==> src/rtl/ysyx_23060025_ifu_prefetch_pkg.sv <==
// ysyx_23060025_ifu_prefetch_pkg: shared constants and FSM state encoding for the prefetching IFU
//   TYPE_I_EBREAK : ebreak instruction encoding; fetching stops once it is queued
//   PC_RESET_VAL  : default fetch PC after reset
//   ifu_state_e   : 2-bit IFU FSM state
package ysyx_23060025_ifu_prefetch_pkg;

    localparam logic [31:0] TYPE_I_EBREAK = 32'h0010_0073;
    localparam logic [31:0] PC_RESET_VAL  = 32'h8000_0000;

    typedef enum logic [1:0] {
        IFU_IDLE  = 2'd0,
        IFU_FETCH = 2'd1,
        IFU_DRAIN = 2'd2,
        IFU_HALT  = 2'd3
    } ifu_state_e;

endpackage

==> src/rtl/ysyx_23060025_ifu_prefetch_if.sv <==
// ysyx_23060025_ifu_prefetch_if: IFU bus bundle (icache request port + IDU handshake)
//   icache : out_paddr/out_psel (IFU -> icache), out_pready/out_prdata (icache -> IFU)
//   IDU    : ifu_valid_o/if_inst_o/if_pc_o (IFU -> IDU), idu_ready_i (IDU -> IFU)
//   master : IFU side; slave : icache/IDU side
interface ysyx_23060025_ifu_prefetch_if #(
    parameter int ADDR_WIDTH = 32,
    parameter int DATA_WIDTH = 32
) ();

    logic [ADDR_WIDTH-1:0] out_paddr;
    logic                  out_psel;
    logic                  out_pready;
    logic [DATA_WIDTH-1:0] out_prdata;
    logic                  ifu_valid_o;
    logic                  idu_ready_i;
    logic [DATA_WIDTH-1:0] if_inst_o;
    logic [ADDR_WIDTH-1:0] if_pc_o;

    modport master (
        output out_paddr, out_psel, ifu_valid_o, if_inst_o, if_pc_o,
        input  out_pready, out_prdata, idu_ready_i
    );

    modport slave (
        input  out_paddr, out_psel, ifu_valid_o, if_inst_o, if_pc_o,
        output out_pready, out_prdata, idu_ready_i
    );

endinterface

==> src/rtl/ysyx_23060025_sync_fifo.sv <==
// ysyx_23060025_sync_fifo: synchronous FIFO with flush; head entry read straight from storage
//   clock/reset : clock, synchronous active-high reset
//   flush_i     : empty the FIFO; wins over push_i and pop_i
//   push_i/data_i : enqueue (ignored when full)
//   pop_i       : dequeue head (ignored when empty)
//   data_o      : head entry, zero while empty
//   full_o/empty_o/count_o : occupancy status
module ysyx_23060025_sync_fifo #(
    parameter int WIDTH = 64,
    parameter int DEPTH = 4
) (
    input  logic                     clock,
    input  logic                     reset,
    input  logic                     flush_i,
    input  logic                     push_i,
    input  logic                     pop_i,
    input  logic [WIDTH-1:0]         data_i,
    output logic [WIDTH-1:0]         data_o,
    output logic                     full_o,
    output logic                     empty_o,
    output logic [$clog2(DEPTH):0]   count_o
);

    localparam int AW = $clog2(DEPTH);
    localparam int CW = AW + 1;

    logic [WIDTH-1:0] mem_q [DEPTH];
    logic [AW-1:0]    wr_q, rd_q;
    logic [CW-1:0]    cnt_q;
    logic             push_en, pop_en;

    assign full_o  = cnt_q == CW'(DEPTH);
    assign empty_o = cnt_q == '0;
    assign count_o = cnt_q;
    assign push_en = push_i & ~full_o & ~flush_i;
    assign pop_en  = pop_i & ~empty_o & ~flush_i;
    assign data_o  = empty_o ? '0 : mem_q[rd_q];

    always_ff @(posedge clock) begin
        if (reset || flush_i) begin
            wr_q  <= '0;
            rd_q  <= '0;
            cnt_q <= '0;
        end else begin
            wr_q  <= wr_q + AW'(push_en);
            rd_q  <= rd_q + AW'(pop_en);
            cnt_q <= cnt_q + CW'(push_en) - CW'(pop_en);
        end
    end

    always_ff @(posedge clock) begin
        if (push_en) mem_q[wr_q] <= data_i;
    end

endmodule

==> src/rtl/ysyx_23060025_ifu_prefetch.sv <==
// ysyx_23060025_ifu_prefetch: instruction fetch unit that prefetches sequentially into a {pc, inst} queue
//   clock/reset      : clock, synchronous active-high reset
//   redirect_valid_i : merged branch/jump/CSR redirect pulse; flushes the queue
//   redirect_pc_i    : redirect target
//   ifu_bus          : icache request port and IDU handshake (master side)
//   halt_o           : ebreak queued, fetching stopped until reset
//   fifo_count_o     : queue occupancy
module ysyx_23060025_ifu_prefetch
    import ysyx_23060025_ifu_prefetch_pkg::*;
#(
    parameter int                    ADDR_WIDTH = 32,
    parameter int                    DATA_WIDTH = 32,
    parameter int                    FIFO_DEPTH = 4,
    parameter logic [ADDR_WIDTH-1:0] RESET_PC   = ADDR_WIDTH'(PC_RESET_VAL)
) (
    input  logic                          clock,
    input  logic                          reset,
    input  logic                          redirect_valid_i,
    input  logic [ADDR_WIDTH-1:0]         redirect_pc_i,
    ysyx_23060025_ifu_prefetch_if.master  ifu_bus,
    output logic                          halt_o,
    output logic [$clog2(FIFO_DEPTH):0]   fifo_count_o
);

    localparam int CW = $clog2(FIFO_DEPTH) + 1;

    ifu_state_e            state_q, state_d;
    logic [ADDR_WIDTH-1:0] fetch_pc_q, fetch_pc_d;
    logic [ADDR_WIDTH-1:0] drain_pc_q, drain_pc_d;
    logic                  flush, push, pop, full, empty, room, is_ebreak;
    logic [ADDR_WIDTH+DATA_WIDTH-1:0] head;

    assign flush     = redirect_valid_i & (state_q != IFU_HALT);
    // A response that coincides with a redirect belongs to the old path and is dropped.
    assign push      = (state_q == IFU_FETCH) & ifu_bus.out_pready & ~flush;
    assign pop       = ~empty & ifu_bus.idu_ready_i;
    assign is_ebreak = ifu_bus.out_prdata == DATA_WIDTH'(TYPE_I_EBREAK);
    // Keep requesting only while the queue will still have a free slot after this cycle.
    assign room      = (fifo_count_o + CW'(push) - CW'(pop)) < CW'(FIFO_DEPTH);

    ysyx_23060025_sync_fifo #(
        .WIDTH(ADDR_WIDTH + DATA_WIDTH),
        .DEPTH(FIFO_DEPTH)
    ) u_fifo (
        .clock   (clock),
        .reset   (reset),
        .flush_i (flush),
        .push_i  (push),
        .pop_i   (pop),
        .data_i  ({ifu_bus.out_paddr, ifu_bus.out_prdata}),
        .data_o  (head),
        .full_o  (full),
        .empty_o (empty),
        .count_o (fifo_count_o)
    );

    always_ff @(posedge clock) begin
        if (reset) begin
            state_q    <= IFU_IDLE;
            fetch_pc_q <= RESET_PC;
            drain_pc_q <= RESET_PC;
        end else begin
            state_q    <= state_d;
            fetch_pc_q <= fetch_pc_d;
            drain_pc_q <= drain_pc_d;
        end
    end

    always_comb begin
        state_d    = state_q;
        drain_pc_d = drain_pc_q;
        fetch_pc_d = flush ? redirect_pc_i : push ? fetch_pc_q + ADDR_WIDTH'(4) : fetch_pc_q;
        case (state_q)
            IFU_IDLE:  state_d = (flush || room) ? IFU_FETCH : IFU_IDLE;
            IFU_FETCH: begin
                if (flush) begin
                    // The in-flight request must still complete; remember its address for DRAIN.
                    state_d    = ifu_bus.out_pready ? IFU_FETCH : IFU_DRAIN;
                    drain_pc_d = fetch_pc_q;
                end else if (ifu_bus.out_pready) begin
                    state_d = is_ebreak ? IFU_HALT : room ? IFU_FETCH : IFU_IDLE;
                end
            end
            IFU_DRAIN: state_d = ifu_bus.out_pready ? IFU_FETCH : IFU_DRAIN;
            default:   state_d = IFU_HALT;
        endcase
    end

    assign ifu_bus.out_psel    = (state_q == IFU_FETCH) || (state_q == IFU_DRAIN);
    assign ifu_bus.out_paddr   = (state_q == IFU_DRAIN) ? drain_pc_q : fetch_pc_q;
    assign ifu_bus.ifu_valid_o = ~empty;
    assign ifu_bus.if_pc_o     = head[ADDR_WIDTH+DATA_WIDTH-1:DATA_WIDTH];
    assign ifu_bus.if_inst_o   = head[DATA_WIDTH-1:0];
    assign halt_o              = state_q == IFU_HALT;

    logic unused_full;
    assign unused_full = full;

endmodule

==> src/flat_wrapper.sv <==
// flat-port wrapper written by rule: the top's interface ports become plain ports
module ysyx_23060025_ifu_prefetch_flat import ysyx_23060025_ifu_prefetch_pkg::*;
#(
    parameter int                    ADDR_WIDTH = 32,
    parameter int                    DATA_WIDTH = 32,
    parameter int                    FIFO_DEPTH = 4,
    parameter logic [ADDR_WIDTH-1:0] RESET_PC   = ADDR_WIDTH'(PC_RESET_VAL)
)
  (clock, reset, redirect_valid_i, redirect_pc_i, halt_o, fifo_count_o, ifu_bus_out_paddr, ifu_bus_out_psel, ifu_bus_ifu_valid_o, ifu_bus_if_inst_o, ifu_bus_if_pc_o, ifu_bus_out_pready, ifu_bus_out_prdata, ifu_bus_idu_ready_i);
  ysyx_23060025_ifu_prefetch_if #(.ADDR_WIDTH(ADDR_WIDTH), .DATA_WIDTH(DATA_WIDTH)) ifu_bus_i ();
  input  logic clock;
  input  logic reset;
  input  logic redirect_valid_i;
  input  logic [ADDR_WIDTH-1:0] redirect_pc_i;
  output logic halt_o;
  output logic [$clog2(FIFO_DEPTH):0] fifo_count_o;
  output wire logic [$bits(ifu_bus_i.out_paddr)-1:0] ifu_bus_out_paddr;
  output wire logic [$bits(ifu_bus_i.out_psel)-1:0] ifu_bus_out_psel;
  output wire logic [$bits(ifu_bus_i.ifu_valid_o)-1:0] ifu_bus_ifu_valid_o;
  output wire logic [$bits(ifu_bus_i.if_inst_o)-1:0] ifu_bus_if_inst_o;
  output wire logic [$bits(ifu_bus_i.if_pc_o)-1:0] ifu_bus_if_pc_o;
  input wire logic [$bits(ifu_bus_i.out_pready)-1:0] ifu_bus_out_pready;
  input wire logic [$bits(ifu_bus_i.out_prdata)-1:0] ifu_bus_out_prdata;
  input wire logic [$bits(ifu_bus_i.idu_ready_i)-1:0] ifu_bus_idu_ready_i;
  assign ifu_bus_out_paddr = ifu_bus_i.out_paddr;
  assign ifu_bus_out_psel = ifu_bus_i.out_psel;
  assign ifu_bus_ifu_valid_o = ifu_bus_i.ifu_valid_o;
  assign ifu_bus_if_inst_o = ifu_bus_i.if_inst_o;
  assign ifu_bus_if_pc_o = ifu_bus_i.if_pc_o;
  assign ifu_bus_i.out_pready = ifu_bus_out_pready;
  assign ifu_bus_i.out_prdata = ifu_bus_out_prdata;
  assign ifu_bus_i.idu_ready_i = ifu_bus_idu_ready_i;
  ysyx_23060025_ifu_prefetch #(.ADDR_WIDTH(ADDR_WIDTH), .DATA_WIDTH(DATA_WIDTH), .FIFO_DEPTH(FIFO_DEPTH), .RESET_PC(RESET_PC)) u_core (.clock(clock), .reset(reset), .redirect_valid_i(redirect_valid_i), .redirect_pc_i(redirect_pc_i), .ifu_bus(ifu_bus_i), .halt_o(halt_o), .fifo_count_o(fifo_count_o));
endmodule
==> config.mk <==
export PLATFORM = sky130hd
export DESIGN_NAME = ysyx_23060025_ifu_prefetch_flat
export DESIGN_NICKNAME = d
export VERILOG_FILES = /design/src/rtl/ysyx_23060025_ifu_prefetch_pkg.sv /design/src/rtl/ysyx_23060025_ifu_prefetch_if.sv /design/src/rtl/ysyx_23060025_sync_fifo.sv /design/src/rtl/ysyx_23060025_ifu_prefetch.sv /design/src/flat_wrapper.sv
export SDC_FILE = /design/constraint.sdc
export NUM_CORES = 1
export LEC_CHECK = 0
export ABC_AREA = 1
export BUFFER_PORTS_ARGS = -buffer_cell sky130_fd_sc_hd__buf_2
export CORE_MARGIN = 2
export CORE_UTILIZATION = 25
export DETAILED_ROUTE_END_ITERATION = 10
export PLACE_DENSITY = 0.4
export SLEW_MARGIN = 20
export SYNTH_ARGS = -nofsm -noshare
export SYNTH_HDL_FRONTEND = slang
export SYNTH_SLANG_ARGS = --single-unit
export TNS_END_PERCENT = 5
==> constraint.sdc <==
create_clock -name clock -period 6 [get_ports clock]
set_input_delay 0.9 -clock clock [delete_from_list [all_inputs] [get_ports clock]]
set_output_delay 0.9 -clock clock [all_outputs]
set_load 0.01 [all_outputs]
==> flow_summary_export.csv <==
group,metric,value,unit
clock_network,clock_latency,0.57,ns
logic_synthesis,synth-async-reset-ratio,0,%
placed_design,placed_cells_incl_taps,2315,
global_routing,grt_pass1_wl,64.7,mm
timing,min_period,4.39,ns
worst_setup_path,cp_cell_sequence,"clkinv_2 > buf_4 > o21ai_0 > a21oi_1 > buf_2",
final_layout,antenna_cells_inserted,0,
logic_synthesis,yosys.area.top_type_share,54.4,%
detailed_routing,drt_first_pass_iters,5,
logic_synthesis,yosys_most_used_dff,"sky130_fd_sc_hd__edfxtp_1",
timing,finalMaxSlewViolations,0,
placed_design,gp_weighted_congestion,0.878,
worst_setup_path,worstPathArrival,3.49,ns
hold_path,hold_path.startpoint,"u_core.drain_pc_q[9]$_SDFFE_PP0P_",
worst_setup_path,setup_crit_end_kind,"output port",
detailed_routing,drcViolationCount,0,
timing,setup_tns,0,ns
floorplanning,design.die.area,0.0585,sq mm
timing,skew,0.0186,ns
logic_synthesis,synthMostInstantiatedCell,"sky130_fd_sc_hd__nor2_1",
logic_synthesis,syn_nets,1530,
timing,fmaxAchievable,0.228,GHz
global_routing,grt_pass1_vias,10300,
logic_synthesis,yosys.cell_types.count,29,
power,power_density,319,mW/mm^2
final_layout,area_delta_synth_final,20.9,%
final_layout,drive_gt1_share,16.9,%
clock_network,ctsResizeCount,0,
worst_setup_path,worst_setup_path_startpoint,"u_core.u_fifo.rd_q[0]$_SDFF_PP0_",
placed_design,detailedPlacementHpwl,27.1,mm
timing,setup_repair_after_global_routing_missed_its_margin,"false",
clock_network,post_cts_buffers,0,
logic_synthesis,post-synth-top-area-cell,"sky130_fd_sc_hd__edfxtp_1",
worst_setup_path,crit_path_max_fanout,75,
floorplanning,die_width,242,um
timing,hold_viol,0,
final_layout,final_cells,2390,
logic_synthesis,most_common_library_cells_after_synthesis,"sky130_fd_sc_hd__nor2_1, sky130_fd_sc_hd__edfxtp_1, sky130_fd_sc_hd__o21ai_0",
clock_network,cts.clk_slew.worst_paths,0.06,ns
floorplanning,ios,171,
logic_synthesis,ys_seq_elements,329,
detailed_routing,num_vias,10500,
detailed_routing,ant_nets,0,
logic_synthesis,yosys-top-cells-area,"sky130_fd_sc_hd__edfxtp_1, sky130_fd_sc_hd__dfxtp_1, sky130_fd_sc_hd__nor2_1, sky130_fd_sc_hd__o21ai_0, sky130_fd_sc_hd__nand2_1",
clock_network,clk_root_buffer_cell,"sky130_fd_sc_hd__clkbuf_16",
global_routing,grt.total_usage,14.5,%
clock_network,cts-buffers-inserted,41,
placed_design,placement.io_buffers,170,
power,design_power_total,5.45,mW
logic_synthesis,sequential_fraction_of_the_synthesis_area,64.7,%
floorplanning,core_outline_area,0.0562,sq mm
status,run_status,"finished, final reports clean",
logic_synthesis,synthesis.area_per_instance,9.76,sq um
timing,setup_viol,0,
global_routing,antenna_violations_before_repair,1,
worst_setup_path,required_time_of_the_critical_path,5.10,ns
power,power.ir.vdd_worst,0.186,mV
floorplanning,initial_utilization,25.2,%
power,p_leak,6.31,nW
worst_setup_path,path_class,"reg -> out",
clock_network,tritoncts,"yes",
logic_synthesis,synth_cells,1449,
worst_setup_path,critical_path.startpoint_type,"register",
timing,layout_worst_path_cycle_share,73.1,%
clock_network,cts_num_sinks,329,
logic_synthesis,synth-edff-count,256,
detailed_routing,totalWireLength,43.0,mm
hold_path,hp_class,"reg -> reg",
global_routing,largest_net_degree_at_the_start_of_global_routing,77,
global_routing,overflow,0,
logic_synthesis,yosysWarnings,0,
timing,slew_headroom,29.8,%
detailed_routing,route.detailed.wl_per_inst,18.0,um
logic_synthesis,synth_area,0.0141,sq mm
worst_setup_path,worst_r2r_startpoint,"u_core.state_q[0]$_SDFFE_PP0P_",
timing,tightestPinTransition,1.05,ns
detailed_routing,drc_marker_count_from_the_first_detailed_route_iteration,697,
worst_setup_path,max_stage_delay,0.93,ns
clock_network,clk_path_buf_depth,3,
run,drv.max_cap_violation_count,0,
final_layout,nets,1683,
detailed_routing,viasPerCell,4.39,
clock_network,cts-htree-levels,2,
floorplanning,die_h,242,um
floorplanning,fp-row-count,87,
worst_setup_path,worst_path_max_delay_cell,"sky130_fd_sc_hd__clkinv_2",
clock_network,cts_hold_buffers,0,
timing,worst_hold_slack_after_final_layout,0.452,ns
## cells by family (layout without fill, tap and decap cells)
kind of cell | count (synthesis) | after routing | synth area share, %
compound gates | 352 | 352 | 12.6
fa+ha+maj | 12 | 12 | 1.11
flops | 329 | 329 | 64.7
buf+inv | 166 | 351 | 4.69
xor+xnor | 15 | 15 | 0.929
simple gates | 575 | 575 | 16.0
## power breakdown
group / leakage (nW) / switching (mW) / internal [mW] / total, mW
registers: 2.93 / 0.0430 / 2.55 / 2.59
logic: 2.74 / 0.308 / 0.125 / 0.433
clock network: 0.645 / 0.992 / 1.44 / 2.43
## final timing paths
check                                                            end  slack (ns)  cells after the start
worst max-delay path                             ifu_bus_if_pc_o[19]        1.61                      5
worst min register to register     u_core.drain_pc_q[9]$_SDFFE_PP0P_        0.45                      2
worst max register to register  u_core.u_fifo.mem_q[3][62]$_DFFE_PP_        3.01                      8
worst min-delay path               u_core.drain_pc_q[9]$_SDFFE_PP0P_        0.45                      2
## final cells by class
| class | count | area, sq um |
|---|---|---|
| clock buffers | 54 | 1110 |
| clock inverters | 21 | 210 |
| fillers | 5958 | 39100 |
| inverters | 89 | 337 |
| multi-input cells | 954 | 4360 |
| flip-flops and latches | 329 | 9150 |
| well taps | 756 | 946 |
| repair buffers | 187 | 978 |
## per-stage QoR
step	util (%)	cell area [sq um]	setup WS, ns
2_1_floorplan	-	14100	-0.373
3_3_place_gp	28.1	15800	2.10
3_5_place_dp	28.1	15800	2.04
4_1_cts	30.4	17100	1.42
5_1_grt	30.4	17100	1.22
6_report	30.4	17100	1.61
## critical path, delay by kind of cell (launching register included)
kind / cells / cell delay [ns]
buffers and inverters: 3 / 1.76
DFF: 1 / 0.74
AOI/OAI and AO/OA: 2 / 0.41
## per-layer routing
| layer | global-route usage [%] | part of all wire (%) | vias to the layer above |
|---|---|---|---|
| met4 | 3.16 | 1.6 | 0 |
| met2 | 23.1 | 45 | 215 |
| met1 | 20.1 | 48 | 4995 |
| met3 | 3.46 | 4.9 | 53 |
| li1 | - | - | 5218 |
| met5 | 0 | 0 | - |
## layout by cell type (no fill, tap or decap), drive strengths merged, types with 11 or more instances in the layout
cell type	instances
nor2	341
edfxtp	256
clkbuf	54
o21ai	215
inv	88
dfxtp	73
clkinv	18
nand2	200
buf	187
a21oi	127
xor2	11
ha	11
nand3	21
## flip-flops by register name (all words and copies together), names as in the netlist
signal and count:
u_core.u_fifo.mem_q 256, u_core.drain_pc_q 32, u_core.fetch_pc_q 32, u_core.u_fifo.count_o 3, u_core.state_q 2, u_core.u_fifo.rd_q 2
u_core.u_fifo.wr_q 2
(Power assumes the default switching activity.)
